**src/rtl/pipe_ctrl_gen_if.sv**
```systemverilog
// Stall/flush controller bus: stall requests in, stall vector and redirect handshake out.
// The pipeline side drives requests through master; the controller implements slave.
interface pipe_ctrl_gen_if #(
    parameter int NSTAGE = 6,
    parameter int NREQ   = 5,
    parameter int PC_W   = 32
);
    logic [NREQ-1:0]   stallreq;
    logic              redirect_valid;
    logic [PC_W-1:0]   redirect_pc;
    logic              new_pc_ready;
    logic [NSTAGE-1:0] stall;
    logic [NREQ-1:0]   stall_src;
    logic              flush;
    logic [PC_W-1:0]   new_pc;
    logic              new_pc_valid;
    logic              busy;
    logic              stall_timeout;
    logic [31:0]       stall_cycles;

    modport master (
        output stallreq, redirect_valid, redirect_pc, new_pc_ready,
        input  stall, stall_src, flush, new_pc, new_pc_valid,
        input  busy, stall_timeout, stall_cycles
    );

    modport slave (
        input  stallreq, redirect_valid, redirect_pc, new_pc_ready,
        output stall, stall_src, flush, new_pc, new_pc_valid,
        output busy, stall_timeout, stall_cycles
    );
endinterface

```
**src/rtl/pipe_ctrl_gen.sv**
```systemverilog
// Pipeline stall arbiter and redirect flush sequencer with
// stall watchdog and stall-cycle counter.
module pipe_ctrl_gen #(
    parameter int NSTAGE = 6,
    parameter int NREQ   = 5,
    parameter logic [NREQ*NSTAGE-1:0] STALL_MAP =
        {6'b111_101, 6'b001_111, 6'b001_111, 6'b000_101, 6'b000_001},
    parameter int PC_W         = 32,
    parameter int FLUSH_CYCLES = 1,
    parameter int WDOG_LIMIT   = 1023
) (
    input  logic clk,
    input  logic rst,
    pipe_ctrl_gen_if.slave bus
);
    localparam int CW = (FLUSH_CYCLES > 1) ? $clog2(FLUSH_CYCLES) : 1;
    localparam int WW = $clog2(WDOG_LIMIT + 1);

    typedef enum logic [1:0] {IDLE, FLUSH, WAIT_PC} state_t;

    state_t          state;
    logic            flush_q;
    logic [PC_W-1:0] new_pc_q;
    logic            npv_q;
    logic [CW-1:0]   fcnt;
    logic [WW-1:0]   wcnt;
    logic            timeout_q;
    logic [31:0]     cyc_q;

    logic [NSTAGE-1:0] stall;
    logic [NREQ-1:0]   src;
    logic              stall_any;
    logic              hs;

    // Source 0 is the leftmost (most significant) slice of STALL_MAP.
    always_comb begin
        stall = '0;
        src   = '0;
        if (rst && !flush_q && state == IDLE) begin
            for (int i = NREQ - 1; i >= 0; i--) begin
                if (bus.stallreq[i]) begin
                    stall  = STALL_MAP[(NREQ-1-i)*NSTAGE +: NSTAGE];
                    src    = '0;
                    src[i] = 1'b1;
                end
            end
        end
    end

    assign stall_any = |stall;
    assign hs        = npv_q & bus.new_pc_ready;

    always_ff @(posedge clk or negedge rst) begin
        if (!rst) begin
            state     <= IDLE;
            flush_q   <= 1'b0;
            new_pc_q  <= '0;
            npv_q     <= 1'b0;
            fcnt      <= '0;
            wcnt      <= '0;
            timeout_q <= 1'b0;
            cyc_q     <= '0;
        end else begin
            if (stall_any) begin
                cyc_q <= cyc_q + 32'd1;
                if (wcnt != WW'(WDOG_LIMIT))
                    wcnt <= wcnt + 1'b1;
                if (wcnt == WW'(WDOG_LIMIT - 1))
                    timeout_q <= 1'b1;
            end else begin
                wcnt <= '0;
            end

            unique case (state)
                IDLE: begin
                    if (bus.redirect_valid) begin
                        new_pc_q  <= bus.redirect_pc;
                        flush_q   <= 1'b1;
                        npv_q     <= 1'b1;
                        fcnt      <= CW'(FLUSH_CYCLES - 1);
                        timeout_q <= 1'b0;
                        state     <= FLUSH;
                    end
                end
                FLUSH: begin
                    if (hs)
                        npv_q <= 1'b0;
                    if (fcnt == '0) begin
                        flush_q <= 1'b0;
                        state   <= (hs || !npv_q) ? IDLE : WAIT_PC;
                    end else begin
                        fcnt <= fcnt - 1'b1;
                    end
                end
                WAIT_PC: begin
                    if (hs) begin
                        npv_q <= 1'b0;
                        state <= IDLE;
                    end
                end
                default: state <= IDLE;
            endcase
        end
    end

    assign bus.stall         = stall;
    assign bus.stall_src     = src;
    assign bus.flush         = flush_q;
    assign bus.new_pc        = new_pc_q;
    assign bus.new_pc_valid  = npv_q;
    assign bus.busy          = (state != IDLE);
    assign bus.stall_timeout = timeout_q;
    assign bus.stall_cycles  = cyc_q;
endmodule
```
**src/flat_wrapper.sv**
```systemverilog
// flat-port wrapper written by rule: the top's interface ports become plain ports
module pipe_ctrl_gen_flat 
#(
    parameter int NSTAGE = 6,
    parameter int NREQ   = 5,
    parameter logic [NREQ*NSTAGE-1:0] STALL_MAP =
        {6'b111_101, 6'b001_111, 6'b001_111, 6'b000_101, 6'b000_001},
    parameter int PC_W         = 32,
    parameter int FLUSH_CYCLES = 1,
    parameter int WDOG_LIMIT   = 1023
)
  (clk, rst, bus_stallreq, bus_redirect_valid, bus_redirect_pc, bus_new_pc_ready, bus_stall, bus_stall_src, bus_flush, bus_new_pc, bus_new_pc_valid, bus_busy, bus_stall_timeout, bus_stall_cycles);
  pipe_ctrl_gen_if #(.NSTAGE(NSTAGE), .NREQ(NREQ), .PC_W(PC_W)) bus_i ();
  input  logic clk;
  input  logic rst;
  input wire logic [$bits(bus_i.stallreq)-1:0] bus_stallreq;
  input wire logic [$bits(bus_i.redirect_valid)-1:0] bus_redirect_valid;
  input wire logic [$bits(bus_i.redirect_pc)-1:0] bus_redirect_pc;
  input wire logic [$bits(bus_i.new_pc_ready)-1:0] bus_new_pc_ready;
  output wire logic [$bits(bus_i.stall)-1:0] bus_stall;
  output wire logic [$bits(bus_i.stall_src)-1:0] bus_stall_src;
  output wire logic [$bits(bus_i.flush)-1:0] bus_flush;
  output wire logic [$bits(bus_i.new_pc)-1:0] bus_new_pc;
  output wire logic [$bits(bus_i.new_pc_valid)-1:0] bus_new_pc_valid;
  output wire logic [$bits(bus_i.busy)-1:0] bus_busy;
  output wire logic [$bits(bus_i.stall_timeout)-1:0] bus_stall_timeout;
  output wire logic [$bits(bus_i.stall_cycles)-1:0] bus_stall_cycles;
  assign bus_i.stallreq = bus_stallreq;
  assign bus_i.redirect_valid = bus_redirect_valid;
  assign bus_i.redirect_pc = bus_redirect_pc;
  assign bus_i.new_pc_ready = bus_new_pc_ready;
  assign bus_stall = bus_i.stall;
  assign bus_stall_src = bus_i.stall_src;
  assign bus_flush = bus_i.flush;
  assign bus_new_pc = bus_i.new_pc;
  assign bus_new_pc_valid = bus_i.new_pc_valid;
  assign bus_busy = bus_i.busy;
  assign bus_stall_timeout = bus_i.stall_timeout;
  assign bus_stall_cycles = bus_i.stall_cycles;
  pipe_ctrl_gen #(.NSTAGE(NSTAGE), .NREQ(NREQ), .STALL_MAP(STALL_MAP), .PC_W(PC_W), .FLUSH_CYCLES(FLUSH_CYCLES), .WDOG_LIMIT(WDOG_LIMIT)) u_core (.clk(clk), .rst(rst), .bus(bus_i));
endmodule
```
**config.mk**
```make
export PLATFORM = sky130hd
export DESIGN_NAME = pipe_ctrl_gen_flat
export DESIGN_NICKNAME = d
export VERILOG_FILES = /design/src/rtl/pipe_ctrl_gen_if.sv /design/src/rtl/pipe_ctrl_gen.sv /design/src/flat_wrapper.sv
export SDC_FILE = /design/constraint.sdc
export NUM_CORES = 1
export LEC_CHECK = 0
export ABC_AREA = 0
export BUFFER_PORTS_ARGS = -buffer_cell sky130_fd_sc_hd__buf_4
export CORE_ASPECT_RATIO = 0.5
export CORE_UTILIZATION = 45
export CTS_CLUSTER_DIAMETER = 200
export DETAILED_ROUTE_END_ITERATION = 10
export PLACE_DENSITY_LB_ADDON = 0.12
export SLEW_MARGIN = 20
export SYNTH_ARGS = -nofsm -noshare
export SYNTH_HDL_FRONTEND = slang
export SYNTH_SLANG_ARGS = --single-unit
export TNS_END_PERCENT = 5
```
**constraint.sdc**
```tcl
create_clock -name clk -period 2 [get_ports clk]
set_input_delay 0 -clock clk [delete_from_list [all_inputs] [get_ports clk]]
set_output_delay 0 -clock clk [all_outputs]
set_load 0.005 [all_outputs]
```
Yosys cells after proc, flatten, opt, wreduce, memory -nomap -nowiden
Index checks and enable logic that the tools add are counted.

Bits in latches: 0. Memory bits (writable): 0. Output and inout bits: 79. Bits of input ports: 41. Flip-flop bits (word level): 80. ROM bits: 0. Memories kept: 0.

Eq/ne operators: 9. Shifts and indexed selects: 0. Reduce and logical (&&, ||, !) cells: 16. Muxes and demuxes: 31. Divide/modulo/power cells: 0. Multiply operators: 0. Bitwise logic cells: 1. $add $sub $neg: 3. Order comparisons: 0.

Operators with widths (number): $add A32 B1 Y32 const B (1); $mux W5 (6); $mux W10 (2); $mux W6 (2); $add A10 B1 Y10 const B (1); $eq A10 B10 Y1 const B (1); $mux W1 (10); $ne A10 B10 Y1 const B (1); $reduce_and A3 Y1 (3); $mux W2 (4); $mux W4 (2); $ne A2 B2 Y1 const B (3); $pmux W1 S2 (3); $pmux W2 S3 (1); $reduce_bool A2 Y1 (3); $reduce_or A6 Y1 (1); $ne A2 B1 Y1 const B (2); $reduce_and A2 Y1 (2); $mux W3 (1); $eq A2 B1 Y1 const B (1); $eq A2 B2 Y1 const B (1); $logic_and A1 B1 Y1 (2); $logic_not A1 Y1 (2); $logic_not A2 Y1 (1); 4 further kinds (4).

Logic depth before layout (Yosys ltp)
Word-level depth: 10. Gate-level depth with buffers: 9. Depth with buffers taken out: 7.

Least setup slack after synthesis
No wires, ideal clock.

Path kind: register to register. Start: reg u_core.state[1]. End: reg u_core.cyc_q[31] (netlist: u_core.bus.stall_cycles[31]). Arrival time: 2.017 ns. Setup slack: -0.096 ns. Cell stages (with the launch flop): 10. Library setup time: 0.079 ns. Buffers on the path: 2. Period minus slack after synthesis: 2.096 ns. Cell sequence: dfrtp_1 > inv_1 > ha_1 > and3b_1 > buf_2 > o2111ai_1 > or4_1 > buf_4 > nor3_4 > xor2_1.

Longest elaborated chain between the ends: 4.

Ends and longest elaborated chain: from (decl) (RTL line pipe_ctrl_gen.sv:21) `state_t state;`; from (signal assigned) (RTL line pipe_ctrl_gen.sv:90) `state <= (hs || !npv_q) ? IDLE : WAIT_PC;`; $logic_not A2 Y1 (RTL line pipe_ctrl_gen.sv:39) `if (rst && !flush_q && state == IDLE) begin`; $logic_and A1 B1 Y1 (RTL line pipe_ctrl_gen.sv:39); $mux W6 (RTL line pipe_ctrl_gen.sv:39); $reduce_or A6 Y1 (RTL line pipe_ctrl_gen.sv:50) `assign stall_any = |stall;`; to (signal assigned) (RTL line pipe_ctrl_gen.sv:65) `cyc_q <= cyc_q + 32'd1;`; to (decl) (RTL line pipe_ctrl_gen.sv:28) `logic [31:0] cyc_q;`.

No other way between the ends. A chain may end at the register's enable or synchronous reset.

Worst setup path after layout
Start: reg u_core.state[1]. End: reg u_core.cyc_q[17] (netlist: u_core.bus.stall_cycles[17]).

Same word-level chain as after synthesis.

==> summary.md <==
| Metric | Value |
|---|---|
| Part of the cycle the worst path needs | 100% |
| Design Power | 6.14 mW |
| Grt ovf | 0 |
| #FFs+latches synth | 79 |
| Failing checks | negative setup slack |
| Relative slew slack | 52.8% |
| Crit end category | register |
| Cell Area, Placed | 0.00466 sq mm |
| Pwr dens | ~1100 mW/mm^2 |
| Final GP Congestion | 0.793 |
| Worst-Margin Slew | 708 ps |
| Cell taking the most area after synthesis | dfrtp_1 |
| ANT nets after route | 0 |
| Crit-path cells | inv_2 -> ha_4 -> and3b_2 -> o2111ai_2 -> or4_4 -> buf_6 -> xnor2_2 |
| Final worst slack | -1.25 ps |
| Slew Limit Fails | 0 |
| Fmax | between 0.4 and 0.5 GHz |
| Peak supply drop | 0.000702 V |
| DIE WIDTH | 127 um |
| Main synth FF type | dfrtp_1 |
| Final net count | about 530 |
| CP Launch Type | register |
| Post-synth EDFFs | 0 |
| Final setup violation count | 1 |
| Clock sinks | 79 |
| Synth Net Count | ~360 |
| Yosys warning count | 0 |
| Post-place setup slack | -147 ps |
| Hold Vio Cnt, Final | 0 |
| Cts bufs inserted | 9 |
| Status | finished with violations |
| DR vias | 2923 |
| CP bufs+invs | 2 |
| Crit path max fanout | 8 |
| Post-synth top area share | 55.9% |
| Skew final | 5.23 ps |
| Global-route wire length before repair | 14400 um |
| Wire length per cell | about 15 um |
| Die area | 0.00824 sq mm |
| Clock root buffer | clkbuf_16 |
| Synth cell count leaders | dfrtp_1 (79), mux2_2 (32), nor2_1 (28) |
| CP delay by family, top | simple AND/OR/NAND/NOR gates |
| H-tree depth | 3 |
| Post-layout min period | between 2000 and 2500 ps |
| Initial drt markers | around 130 |
| Clock Tree Buf Depth | 2 |
| Top cells by area, synth | dfrtp_1 (56%), mux2_2 (10%), xnor2_1 (4.7%) |
| Row cnt | 22 |
| Chip height | around 65 um |
| Syn avg cell area | approximately 11 sq um |
| Drt first pass iters | 4 |
| Post-Syn Instances | 309 |
| Initial antenna violation count | 0 |
| Design area | between 0.005 and 0.006 sq mm |
| Routed wire length | 8960 um |
| CTS tree | built |
| Most common cell in the netlist | dfrtp_1 |
| # IOs | 120 |
| Critical path class | reg -> reg |
| CP max stage delay | 620 ps |
| Ant. Diodes | 0 |
| CP max stage cell | or4_4 |
| Core ar. | 0.00746 sq mm |
| Synth unique cells | 38 |
| CP Data Arrival Time | 2210 ps |
| Clk Latency, worst-skew pair | 330 ps |
| DR DRC count | 0 |
| Via density | 4.90 |
| Vias in the first global route | roughly 2900 |
| Total GRT Usage | 23.1% |
| Area Growth Syn to Fin | 52.6% |
| Tightest Hold Check Type | in -> reg |
| DP HPWL | between 5000 and 6000 um |
| Port-buffer cells | around 120 |
| P_leak | 2.62 nW |
| RSZ-0062 raised after global routing | true |
| Sequential area share after synthesis | 55.9% |
| Mapped Area | approximately 0.0035 sq mm |
| Layout cells sized above 1 | 40.7% |
| Clock-pin slew on the worst setup and hold paths | ~60 ps |
| Maximum Capacitance Violations | 0 |
| CP required | 2210 ps |
| Starting density of the core | 47.4% |
| Pin count of the biggest net entering global routing | 80 |
| Post-synth ARST share | 100% |
-- metrics by stage --
stage                     TNS, ps  std cells  util (%)  hold slack (ps)
final                       -1.25        597      72.4             13.3
after CTS                       0        592      71.3             3.86
after floorplan                 0        309         -             -296
after global placement       -239        542      62.5              231
after global routing         -444        597      72.4             19.5
after detailed placement     -790        542      62.5              230
-- layer usage --
layer	part of all wire [%]	routed length, um	up-vias	track usage, %
li1	-	-	1415	-
met1	43	3830	1430	27.8
met2	51	4590	65	40.6
met3	4.8	426	13	6.61
met4	1.3	114	0	7.14
met5	0	0	-	0
-- logic make-up after synthesis --
kind of cell	after synthesis	share of synthesized area, %
adders and majority gates	7	2.48
xor gates and xnor gates	36	8.91
and+or+nand+nor	118	17.1
buffers and inverters	20	2.48
DFF	79	55.9
muxes	33	10.5
AOI/OAI and AO/OA	16	2.72
-- final cells by class --
class | instances | area [sq um]
clock buffer | 10 | 229
clock inverter | 6 | 85.1
fill | 543 | 2060
inverter | 10 | 37.5
multi-input combinational | 210 | 1530
sequential | 79 | 1980
tap | 108 | 135
timing repair buffer | 174 | 1410
-- final timing paths --
kind	startpoint	endpoint	slack (ps)	depth (start not counted)
setup / recovery	u_core.state[1]$_DFFE_PN0P_	u_core.bus.stall_cycles[17]$_DFFE_PN0P_	-1	7
hold / removal	bus_redirect_valid	u_core.bus.flush$_DFFE_PN0P_	10	4
setup reg to reg	u_core.state[1]$_DFFE_PN0P_	u_core.bus.stall_cycles[17]$_DFFE_PN0P_	-1	7
hold reg to reg	u_core.bus.stall_cycles[31]$_DFFE_PN0P_	u_core.bus.stall_cycles[31]$_DFFE_PN0P_	490	1
max in group asynchronous	rst	u_core.bus.stall_cycles[19]$_DFFE_PN0P_	1150	3
min in group asynchronous	rst	u_core.state[0]$_DFFE_PN0P_	360	3
-- worst min-delay path: cells and delay by family --
kind	cells	cell delay (ps)
buffers and inverters	1	120
AND/OR/NAND/NOR	1	50
AO/OA/AOI/OAI	2	130
-- where the power goes --
group,total [mW],internal [mW],switching (mW)
registers,2.30,2.02,0.278
logic,2.12,1.28,0.848
clock network,1.71,1.09,0.624
-- sequential cells by signal (all words and copies together) (netlist names) --
name,flops
u_core.state,2
u_core.bus.new_pc_valid,1
u_core.bus.stall_cycles,32
u_core.wcnt,10
u_core.bus.stall_timeout,1
u_core.bus.flush,1
u_core.bus.new_pc,32
-- repair_timing --
| item | CTS | global route |
|---|---|---|
| hold buffers | 34 | 0 |
| setup buffers | 0 | 5 |
| resized for setup | 2 | 9 |
| pin swaps | 0 | 6 |
| endpoints found under the setup margin | 8 | 8 |
| endpoints found under the hold margin | 113 | 0 |
-- cells in the final DEF (no fill, tap or decap), types with 2 or more instances in the layout --
cell type / count
nor2_2: 2
xor2_1: 17
dlygate4sd3_1: 34
or4_1: 2
and3_1: 6
ha_1: 6
xnor2_1: 18
buf_4: 137
o21ai_0: 3
mux2_2: 32
nand2_1: 26
clkinvlp_4: 2
and4_1: 3
nor3_1: 10
nor2_1: 24
clkbuf_16: 9
inv_2: 2
a21oi_1: 5
bufinv_16: 2
clkinv_2: 2
dfrtp_1: 79
and2_1: 4
buf_6: 2
or3_1: 2
o22ai_1: 2
nand3_1: 15
nor2_4: 2
nor4_1: 2
inv_1: 8
nand4_1: 12
No activity file was read; power rests on OpenSTA's default activity.
